===== src/rtl/byte_unstriping.sv =====
// byte_unstriping: receive-side un-striper. Takes one 4-lane symbol group per
// valid cycle, locks onto the first group whose lane0 is the COM symbol, holds
// up to two groups and replays them as one byte per clock, lane0 first.
module byte_unstriping #(
    parameter int                 DATA_W  = 8,
    parameter logic [DATA_W-1:0]  COM_SYM = 8'hBC
) (
    input  logic              clk,
    input  logic              rst,
    input  logic              enb,
    input  logic [DATA_W-1:0] rx_lane0,
    input  logic [DATA_W-1:0] rx_lane1,
    input  logic [DATA_W-1:0] rx_lane2,
    input  logic [DATA_W-1:0] rx_lane3,
    input  logic              lanes_valid,
    output logic              in_ready,
    output logic [DATA_W-1:0] rx_Data,
    output logic              rx_Valid,
    output logic              aligned,
    output logic              overflow
);

    typedef enum logic [0:0] {
        ST_ALIGN  = 1'b0,
        ST_LOCKED = 1'b1
    } state_t;

    state_t                         state_q, state_d;
    logic [1:0][3:0][DATA_W-1:0]    buf_q, buf_d;
    logic [1:0]                     count_q, count_d;
    logic                           wr_ptr_q, wr_ptr_d;
    logic                           rd_ptr_q, rd_ptr_d;
    logic [1:0]                     idx_q, idx_d;
    logic                           in_ready_q, in_ready_d;
    logic [DATA_W-1:0]              data_q, data_d;
    logic                           valid_q, valid_d;
    logic                           aligned_q, aligned_d;
    logic                           ovf_q, ovf_d;

    logic                           accept_s;
    logic                           capture_s;
    logic                           pop_s;
    logic                           last_pop_s;
    logic                           drop_s;

    // While hunting for alignment only a COM-led group is taken; once locked, all are.
    assign accept_s   = (state_q == ST_LOCKED) || (rx_lane0 == COM_SYM);
    assign capture_s  = enb && lanes_valid && in_ready_q && accept_s;
    assign pop_s      = enb && (count_q != 2'd0);
    assign last_pop_s = pop_s && (idx_q == 2'd3);
    // A full buffer drops the group even if a slot frees on this same edge.
    assign drop_s     = enb && lanes_valid && !in_ready_q && (state_q == ST_LOCKED);

    // Next-state logic: buffer write, serialiser read, occupancy and alignment FSM.
    always_comb begin
        state_d    = state_q;
        buf_d      = buf_q;
        count_d    = count_q;
        wr_ptr_d   = wr_ptr_q;
        rd_ptr_d   = rd_ptr_q;
        idx_d      = idx_q;
        data_d     = data_q;
        valid_d    = 1'b0;
        aligned_d  = aligned_q;
        ovf_d      = ovf_q;

        if (capture_s) begin
            buf_d[wr_ptr_q] = {rx_lane3, rx_lane2, rx_lane1, rx_lane0};
            wr_ptr_d        = ~wr_ptr_q;
        end else begin
            wr_ptr_d        = wr_ptr_q;
        end

        if (pop_s) begin
            data_d  = buf_q[rd_ptr_q][idx_q];
            valid_d = 1'b1;
            idx_d   = idx_q + 2'd1;
        end else begin
            data_d  = data_q;
            valid_d = 1'b0;
        end

        if (last_pop_s) begin
            rd_ptr_d = ~rd_ptr_q;
        end else begin
            rd_ptr_d = rd_ptr_q;
        end

        count_d    = count_q + {1'b0, capture_s} - {1'b0, last_pop_s};
        in_ready_d = (count_d != 2'd2);

        if (drop_s) begin
            ovf_d = 1'b1;
        end else begin
            ovf_d = ovf_q;
        end

        case (state_q)
            ST_ALIGN: begin
                if (capture_s) begin
                    state_d   = ST_LOCKED;
                    aligned_d = 1'b1;
                end else begin
                    state_d   = ST_ALIGN;
                end
            end
            ST_LOCKED: begin
                state_d = ST_LOCKED;
            end
            default: begin
                state_d   = ST_ALIGN;
                aligned_d = 1'b0;
            end
        endcase
    end

    // State and output registers; reset drops any buffered bytes and forces re-alignment.
    always_ff @(posedge clk or posedge rst) begin
        if (rst) begin
            state_q    <= ST_ALIGN;
            buf_q      <= '0;
            count_q    <= 2'd0;
            wr_ptr_q   <= 1'b0;
            rd_ptr_q   <= 1'b0;
            idx_q      <= 2'd0;
            in_ready_q <= 1'b1;
            data_q     <= '0;
            valid_q    <= 1'b0;
            aligned_q  <= 1'b0;
            ovf_q      <= 1'b0;
        end else begin
            state_q    <= state_d;
            buf_q      <= buf_d;
            count_q    <= count_d;
            wr_ptr_q   <= wr_ptr_d;
            rd_ptr_q   <= rd_ptr_d;
            idx_q      <= idx_d;
            in_ready_q <= in_ready_d;
            data_q     <= data_d;
            valid_q    <= valid_d;
            aligned_q  <= aligned_d;
            ovf_q      <= ovf_d;
        end
    end

    assign in_ready = in_ready_q;
    assign rx_Data  = data_q;
    assign rx_Valid = valid_q;
    assign aligned  = aligned_q;
    assign overflow = ovf_q;

endmodule


===== config.mk =====
export PLATFORM = sky130hd
export DESIGN_NAME = byte_unstriping
export DESIGN_NICKNAME = d
export VERILOG_FILES = /design/src/rtl/byte_unstriping.sv
export SDC_FILE = /design/constraint.sdc
export NUM_CORES = 1
export LEC_CHECK = 0
export CELL_PAD_IN_SITES_DETAIL_PLACEMENT = 0
export CELL_PAD_IN_SITES_GLOBAL_PLACEMENT = 1
export CORE_MARGIN = 4
export CORE_UTILIZATION = 40
export DETAILED_ROUTE_END_ITERATION = 10
export PLACE_DENSITY_LB_ADDON = 0.25
export SYNTH_ARGS = -nofsm -noshare
export SYNTH_HDL_FRONTEND = slang
export SYNTH_SLANG_ARGS = --single-unit

===== constraint.sdc =====
create_clock -name clk -period 3.19 [get_ports clk]
set_clock_uncertainty 0.05 [all_clocks]
set_input_delay 0.319 -clock clk [delete_from_list [all_inputs] [get_ports clk]]
set_output_delay 0.319 -clock clk [all_outputs]
set_load 0.05 [all_outputs]

==> out/qor.yml <==
antenna_found_initial: 0
drc_errors: 0
min_period_ns: 2.12
crit_slowest_cell: "clkdlybuf4s50_1"
worst_slack_ns: 1.07
yosys-top-cells-count: "dfrtp_1, nand2_1, a21o_1, nor3_1, mux4_2"
start_util: 0.414
tns_ns: 0
grt_pass1_vias: 2885
n_antenna_cell: 0
slew_viol_final: 0
drive_gt1_frac: 0.139
dr_total_vias: 2657
synthesis.nets: 363
synth_top_area_share: 0.531
cts_tree: "done"
place_ws_ns: 0.724
max-cap-violations: 0
slew_headroom: 0.445
grt_max_degree: 53
seq_area_frac_synth: 0.538
gp_congestion: 0.768
peakVddDrop_uv: 272
cp.arrival_ns: 1.75
synth_area_um2: 3860
dp_cells: 486
hpwl_mm: 6.23
area_delta_synth_final_pct: 21.1
finalCritPeriodShare: 0.664
fillerInstances: 876
core_um2: 9330
r2r_cells: 8
synth-seq-cells: 83
finalNonFillerCells: 502
cp_max_fo: 6
synth.largest_area_cell: "dfrtp_1"
area.sequential_um2: 2080
clkTransAtPathRegs_ns: 0.09
clk_latency_ns: 0.34
grtUsageTotal: 0.178
critPathLaunchType: "flip-flop"
worstMarginPinSlew_ns: 0.831
grt_first_pass_wirelength_mm: 15.6
ys_top_cells_by_area: "dfrtp_1, mux4_2, a21o_1"
avgSynthCellArea_um2: 11.9
crit_type: "reg2out"
cp_top_family: "buffers and inverters"
nets: 407
ys.flop_type: "dfrtp_1"
die_y_um: 106
path_depth: 1
cts_buffer_depth: 2
drt_iter0_markers: 109
hold_violations: 0
status: "complete, no violations"
htreeDepth: 3
ant_nets: 0
cp-end-kind: "primary output"
finalSetupViolCount: 0
rrSetupSlack_ns: 1.11
critical_path_buf_inv_count: 1
root_buffer: "clkbuf_8"
io_pins: 48
fmax_mhz: 472
cts_hold_buf: 0
worstPathCellList: "clkdlybuf4s50_1"
multi_input_area_um2: 1620
synth_edf_count: 0
io_buffers: 47
crit-reg2reg-launch: "idx_q[0]$_DFFE_PP0P_"
rsz0062_at_grt: "false"
first_pass_iters: 4
cts_setup_buffers: 0
utilization: 0.501
synth_most_common_cell: "dfrtp_1"
power.leakage_nw: 2.37
power_density_nw_per_um2: 711
post_cts_resized: 0
netlist_instances: 324
wl_per_cell_um: 18.5
worst_hold_path_type: "in2async"
fp-row-count: 35
setup.worst_path.start: "in_ready$_DFF_PP1_"
die_area_um2: 11300
async_flop_share: 1.00
grt-ovfl-total: 0
vias_per_cell: 5.29
max_stage_delay_ns: 0.82
ys_types: 35
numCtsBuffers: 9
ys_warn_count: 0
reg2reg_to: "in_ready$_DFF_PP1_"
wl_mm: 9.29
clock_sinks: 83
die_x_um: 106
cp.required_ns: 2.82
flip-flops by register name (all words and copies together) (netlist names), 2 cells and up:
| signal | flops |
|---|---|
| buf_q | 64 |
| idx_q | 2 |
| count_q | 2 |
| rx_Data | 8 |
layout make-up:
class | instances | share of cell area
sequential | 83 | 0.444
multi-input combinational | 209 | 0.346
timing repair buffer | 61 | 0.123
tap | 129 | 0.0345
clock buffer | 12 | 0.0332
clock inverter | 4 | 0.0155
inverter | 4 | 0.00348
worst max path at each step:
stage	end	slack (ns)
after floorplan	aligned$_DFFE_PP0P_	0.69
after detailed placement	in_ready$_DFF_PP1_	0.72
after global routing	in_ready$_DFF_PP1_	0.92
final	in_ready	1.07
after CTS	in_ready	1.05
after global placement	in_ready$_DFF_PP1_	0.78
kinds of logic after synthesis:
logic type,synth area share
simple gates,0.123
buf+inv,0.0460
mux,0.132
flops,0.538
compound gates,0.142
xor+xnor,0.00907
fa+ha+maj,0.00972
power breakdown:
group	total, mW	internal [mW]	switching, mW	leakage, nW
Clock	0.848	0.483	0.364	0.113
Combinational	1.08	0.471	0.607	1.13
Sequential	1.40	1.25	0.146	1.13
cell usage in the layout, fill, tap and decap left out, types with 2 or more instances in the layout:
cell,synthesis,routed
o2bb2ai_1,10,10
clkdlybuf4s50_1,0,47
clkbuf_8,0,11
xnor2_1,3,3
a32o_1,6,6
o21ai_0,9,9
nor2_1,2,2
nand2b_1,4,4
and2_1,2,2
a21o_1,42,42
nor3_1,42,42
ha_1,3,3
mux2i_1,8,8
inv_1,4,3
dfrtp_1,82,82
clkinv_2,0,2
mux4_2,16,16
and3_1,2,2
nand3_1,3,3
buf_4,3,14
nand2_1,43,43
mux2_1,3,3
bufinv_16,0,2
mux2_2,2,2
stage by stage:
stage          instance area, um2  hold slack (ns)  total power [mW]
2_1_floorplan                3860            0.394              2.14
3_3_place_gp                 4450            0.404              2.49
3_5_place_dp                 4450            0.411              2.51
4_1_cts                      4680            0.419              3.36
5_1_grt                      4680            0.450              3.51
6_report                     4680            0.385              3.32
routing by layer:
| layer | up-vias | global-route usage | routed length, um |
|---|---|---|---|
| li1 | 1261 | - | - |
| met1 | 1344 | 0.250 | 4360 |
| met2 | 46 | 0.284 | 4520 |
| met3 | 6 | 0.0285 | 306 |
| met4 | 0 | 0.0574 | 102 |
| met5 | - | 0 | 0 |
No activity file was read; power rests on OpenSTA's default activity.
